## config.mk

```make
export PLATFORM = sky130hd
export DESIGN_NAME = regfile_wr_arbiter
export DESIGN_NICKNAME = d
export VERILOG_FILES = /design/src/rtl/regfile_wr_arbiter.sv
export SDC_FILE = /design/constraint.sdc
export NUM_CORES = 1
export LEC_CHECK = 0
export BUFFER_PORTS_ARGS = -buffer_cell sky130_fd_sc_hd__buf_4
export CORE_ASPECT_RATIO = 0.6
export CORE_MARGIN = 1
export CORE_UTILIZATION = 35
export CTS_CLUSTER_SIZE = 8
export DETAILED_ROUTE_END_ITERATION = 10
export PLACE_DENSITY = 0.76
export SYNTH_ARGS = -nofsm -noshare
export SYNTH_HDL_FRONTEND = slang
export SYNTH_SLANG_ARGS = --single-unit
```

## constraint.sdc

```tcl
create_clock -name clk -period 3.5 [get_ports clk]
set_clock_uncertainty 0.2 [all_clocks]
set_input_delay 0.175 -clock clk [delete_from_list [all_inputs] [get_ports clk]]
set_output_delay 0.175 -clock clk [all_outputs]
set_load 0.005 [all_outputs]
```

## src/rtl/regfile_wr_arbiter.sv

```systemverilog
// Round-robin arbiter sharing the single RegFile write port between ALU and load
// writeback, with a registered write stage and read-after-write operand bypass.
module regfile_wr_arbiter #(
  parameter int DW = 8,
  parameter int AW = 6
) (
  input  logic          clk,
  input  logic          rst,
  input  logic          hold,
  input  logic          req0_valid,
  input  logic [AW-1:0] req0_addr,
  input  logic [DW-1:0] req0_data,
  output logic          req0_ready,
  input  logic          req1_valid,
  input  logic [AW-1:0] req1_addr,
  input  logic [DW-1:0] req1_data,
  output logic          req1_ready,
  output logic          rf_wr,
  output logic [AW-1:0] rf_ad,
  output logic [DW-1:0] rf_rd,
  input  logic [AW-1:0] rd_aa,
  input  logic [AW-1:0] rd_ab,
  output logic [AW-1:0] rf_aa,
  output logic [AW-1:0] rf_ab,
  input  logic [DW-1:0] rf_ra,
  input  logic [DW-1:0] rf_rb,
  output logic [DW-1:0] op_a,
  output logic [DW-1:0] op_b,
  output logic [7:0]    conflict_cnt
);

  // Handshake: a request transfers on a rising edge where valid & ready are both
  // high. ready is combinational, never high without its valid, at most one of
  // the two is high, and both are low during rst or hold. A requester keeps
  // valid/addr/data stable until it sees the transfer; nothing is buffered here.

  logic last_grant;  // index of the most recent winner; 1 means req0 wins next tie
  logic gnt0;
  logic gnt1;
  logic contended;

  always_comb begin
    gnt0 = 1'b0;
    gnt1 = 1'b0;
    if (!rst && !hold) begin
      if (req0_valid && (!req1_valid || last_grant)) begin
        gnt0 = 1'b1;
      end else if (req1_valid) begin
        gnt1 = 1'b1;
      end
    end
  end

  assign req0_ready = gnt0;
  assign req1_ready = gnt1;
  assign contended  = req0_valid && req1_valid && !hold;

  always_ff @(posedge clk) begin
    if (rst) begin
      rf_wr        <= 1'b0;
      rf_ad        <= '0;
      rf_rd        <= '0;
      last_grant   <= 1'b1;
      conflict_cnt <= 8'd0;
    end else begin
      if (gnt0) begin
        rf_wr      <= 1'b1;
        rf_ad      <= req0_addr;
        rf_rd      <= req0_data;
        last_grant <= 1'b0;
      end else if (gnt1) begin
        rf_wr      <= 1'b1;
        rf_ad      <= req1_addr;
        rf_rd      <= req1_data;
        last_grant <= 1'b1;
      end else begin
        rf_wr      <= 1'b0;
      end
      // Saturating: the counter sticks at 255 instead of wrapping.
      if (contended && (conflict_cnt != 8'hFF)) begin
        conflict_cnt <= conflict_cnt + 8'd1;
      end
    end
  end

  assign rf_aa = rd_aa;
  assign rf_ab = rd_ab;

  // Only the registered write is forwarded; the RegFile has not committed it yet.
  always_comb begin
    op_a = rf_ra;
    op_b = rf_rb;
    if (rf_wr && (rd_aa == rf_ad)) op_a = rf_rd;
    if (rf_wr && (rd_ab == rf_ad)) op_b = rf_rd;
  end

endmodule
```

* Yosys cells after proc, flatten, opt, wreduce, memory -nomap -nowiden
Cells that the tools add are included.
** Cells by class
- Muxes and demuxes :: 15
- Reductions and logical operators :: 12
- Add/subtract/negate cells :: 1
- Equal/unequal tests :: 3
** Operators with widths (number)
- two-way mux 8 bit :: 4
- == test 6 bit :: 2
- two-way mux 6 bit :: 2
- two-way mux 1 bit :: 9
- adder 8 x 1 -> 8 bit, second input constant :: 1
- != test 8 bit, second input constant :: 1
- logical AND 1 bit :: 7
- logical NOT 1 bit :: 3
- nonzero test 2 bit :: 1
- logical OR 1 bit :: 1
** Storage, ports and cells
- Bits in registers :: 24
- Output and inout bits :: 53
- Word-level logic and storage cells :: 36

* Logic depth before layout (Yosys ltp)
- Depth in word-level cells :: 7
- Depth in mapped cells :: 6
- Gate-level depth less buffers :: 5

* Worst setup path after synthesis
No wires, ideal clock.
- Path type :: register -> output
- From :: register rf_ad[0]
- To :: output port op_a[0]
- Data arrival time :: 1.403 ns
- Stages on the path, launching flop included :: 5
- Slack :: 1.722 ns
- Cell sequence :: dfxtp_1 > xnor2_1 > nand4_1 > nor4_4 > mux2_2
** On the way
- Cells in the longest elaborated chain, start to end :: 3
** Ends and longest elaborated chain
- from (decl) :: line 19 : output logic [AW-1:0] rf_ad,
- from (signal assigned) :: line 68 : rf_ad <= req0_addr;
- from (signal assigned) :: line 73 : rf_ad <= req1_addr;
- == test 6 bit :: line 93 : if (rf_wr && (rd_aa == rf_ad)) op_a = rf_rd;
- logical AND 1 bit :: line 93
- two-way mux 8 bit :: line 93
- to (decl) :: line 27 : output logic [DW-1:0] op_a,
Every way passes these cells.

* Final worst setup path
- From :: register rf_ad[3]
- To :: output port op_b[4]
** On the way
- Cells in the longest elaborated chain, start to end :: 3
** Ends and longest elaborated chain
- == test 6 bit :: line 94 : if (rf_wr && (rd_ab == rf_ad)) op_b = rf_rd;
- logical AND 1 bit :: line 94
- two-way mux 8 bit :: line 94
- to (decl) :: line 28 : output logic [DW-1:0] op_b,
Every way passes these cells.

==> out/qor.csv <==
stage;metric;value;unit
setup_path;worst path cell trace;xnor2_1 -> nand4_1 -> nor4_4 -> mux2_2 -> buf_4;
synth;Netlist Area Pre-Place;0.00162;sq mm
route;final antenna-violating net count;0;
route;1st-iter DRT viols;26;
timing;Achievable Freq;0.407;GHz
synth;library cells used by synthesis;32;
final_layout;share of cells above drive strength 1;59.8;%
floorplanning;Die Wd;89.8;um
timing;Final Max Slew Viols;0;
route;final WL;4330;um
floorplanning;die extent in y;54.7;um
floorplanning;DIE AREA;0.00491;sq mm
final_layout;Inserted Diodes;0;
timing;Final Hold Fails;0;
clocking;Clock Latency Late Sink;260;ps
placed_design;IO Port Bufs;113;
setup_path;crit path launch type;flop;
floorplanning;# IOs;114;
timing;setup TNS;0;ps
route;Via Count;1514;
route;DR WL met2;2040;um
power_and_ir_drop;P_leak;1.09;nW
placed_design;DP Area;0.00239;sq mm
timing;Final WS setup;1040;ps
setup_path;Arrival @ worst endpoint;2080;ps
power_and_ir_drop;Max IR drop VDD;0.000149;V
floorplanning;row cnt;18;
clocking;Clock Path Buffers;2;
global_routing;first-pass GRT wire length;6640;um
setup_path;CP Class;flop to output pin;
global_routing;Overflow after GRT;0;
power_and_ir_drop;Internal;0.480;mW
worst_hold_path;Hold Crit Depth;3;
clocking;Post CTS Setup Buffer Count;0;
final_layout;commonest non-fill, non-tap cell in the layout;buf_4;
placed_design;Final Wtd Congestion;0.719;
clocking;PostCTS Resize Cnt;0;
synth;#FFs+latches synth;24;
route;top sig layer;met3;
final_layout;most frequent cells in the layout;buf_4 (113), dfxtp_1 (24), nor2_1 (22), mux2_2 (17), mux2i_1 (15);
route;routed len/inst;13.8;um
synth;syn nets;220;
global_routing;largest net degree at the start of global routing;31;
clocking;Num CTS Buffers;3;
route;met3 WL;351;um
floorplanning;core area;0.00426;sq mm
final_layout;cell area after layout;0.00243;sq mm
route;drt pass-1 iters;4;
final_layout;area grow syn2layout;50.4;%
placed_design;hpwl dp;3430;um
clocking;H-tree levels;1;
route;wire length on met1;1940;um
power_and_ir_drop;total power;0.647;mW
placed_design;pre-CTS setup slack;1310;ps
setup_path;Worst setup EP type;output pin;
route;Post-route DRC;0;
global_routing;number of global-route vias before repair;1379;
synth;Mean Syn Cell Area;10.2;sq um
timing;min Tclk post-route;2460;ps
setup_path;Crit Path Max Fanout;8;
timing;RSZ-0062 raised after global routing;false;
power_and_ir_drop;clock share of power;24.7;%
power_and_ir_drop;switching share of power;25.8;%
setup_path;worst reg2reg path depth;5;
synth;YS warnings;0;
clocking;Worst-path clk slew;80;ps
clocking;CTS sink cnt;24;
clocking;Hold Buf Count CTS;0;
power_and_ir_drop;pwr dens;266;mW/mm^2
power_and_ir_drop;Switching Power;0.167;mW
run_status;status;completed;
timing;slew of the pin with the lowest slew margin;1030;ps
global_routing;initial antenna violation count;0;
timing;relative slew slack;31.5;%
clocking;root buffer cell;clkbuf_8;
worst_hold_path;worst min path class;input port to flop;
setup_path;Max stage delay cell, worst path;nor4_4;
job;Max Cap Viol;0;
power_and_ir_drop;Comb power frac;28.6;%
final_layout;layout net count;318;
clocking;TritonCTS clock tree;done;
synth;Seq/Total Area, Yosys;29.7;%
route;number of vias per cell;4.82;
power_and_ir_drop;Flop pwr share;46.7;%
floorplanning;initial core utilization;38.0;%
global_routing;GRT Total Usage;17.4;%
timing;Final Cycle Share;70.3;%
setup_path;Worst EP required;3120;ps
timing;final setup vio count;0;
setup_path;Largest stage delay, worst path;550;ps
synth;Post-Syn Instances;158;
## cells in the mapped netlist
library cell	instances	area, sq um
xor2_1	11	96.3
o2111ai_1	1	8.76
nand4_1	3	18.8
o21ai_0	1	5.00
dfxtp_1	24	480
buf_6	4	45.0
nand2_1	2	7.51
mux2_2	17	191
mux2i_1	15	150
ha_1	1	12.5
a211oi_2	14	175
clkbuf_1	2	7.51
o21a_1	1	7.51
nor3b_2	1	12.5
and3_1	1	6.26
nor4_4	2	42.5
inv_1	2	7.51
nor3_1	1	5.00
and2_1	1	6.26
o31a_1	1	8.76
and3b_1	1	8.76
buf_2	1	5.00
nor2b_1	2	12.5
nand3b_1	1	7.51
nor4bb_1	1	10.0
o211ai_1	2	15.0
nand3_1	1	5.00
or2_2	1	6.26
or4_4	1	11.3
nor2_1	22	82.6
xnor2_1	7	61.3
buf_4	13	97.6
## critical path, delay by kind of cell (launching register included)
kind | cells | cell delay (ps)
xor gates and xnor gates | 1 | 140
DFF | 1 | 420
muxes | 1 | 410
and+or+nand+nor | 2 | 710
buffers and inverters | 1 | 130
## per-layer routing
| layer | up-vias | GRT usage (%) |
|---|---|---|
| met5 | - | 0 |
| met4 | 0 | 2.46 |
| met3 | 0 | 5.28 |
| met2 | 79 | 30.5 |
| met1 | 690 | 22.0 |
| li1 | 745 | - |
## final timing paths
| kind | start | slack, ps | end |
|---|---|---|---|
| worst max-delay path | rf_ad[3] | 1040 | op_b[4] |
| worst min-delay path | req0_addr[0] | 30 | rf_ad[0] |
| worst max register to register | conflict_cnt[0] | 1610 | conflict_cnt[7] |
| worst min register to register | last_grant | 300 | last_grant |
## sequential cells by signal, summed over array words and instances (netlist names)
| name | count |
|---|---|
| rf_ad | 6 |
| last_grant | 1 |
| rf_wr | 1 |
| rf_rd | 8 |
| conflict_cnt | 8 |
## kinds of logic (layout without fill, tap and decap cells)
kind of cell    Yosys count  in the layout  share of synthesized area (%)
compound gates           20             20                           13.6
xor+xnor                 18             18                           9.74
fa+ha+maj                 1              1                          0.773
buf+inv                  22            118                           10.1
flops                    24             24                           29.7
mux                      32             32                           21.1
simple gates             41             41                           15.0
## layout make-up
class,count,area [sq um]
Fill cell,370,1820
Timing Repair Buffer,113,848
Tap cell,60,75.1
Clock buffer,3,41.3
Multi-Input combinational cell,112,981
Sequential cell,24,480
Inverter,2,7.51
## per-stage QoR
step           instances  hold slack (ps)  utilization [%]
6_report             314             34.6             57.2
5_1_grt              314             27.8             57.2
4_1_cts              314             25.9             57.2
3_5_place_dp         311              277             56.2
3_3_place_gp         311              263             56.2
2_1_floorplan        158              188                -
## power groups by stage
stage / Clock, mW / Combinational (mW) / Sequential (mW)
after floorplan: 0 / 0.0893 / 0.307
after global placement: 0 / 0.185 / 0.308
after detailed placement: 0 / 0.187 / 0.309
after CTS: 0.168 / 0.187 / 0.303
after global routing: 0.179 / 0.201 / 0.305
final: 0.160 / 0.185 / 0.302
(Power assumes the default switching activity.)
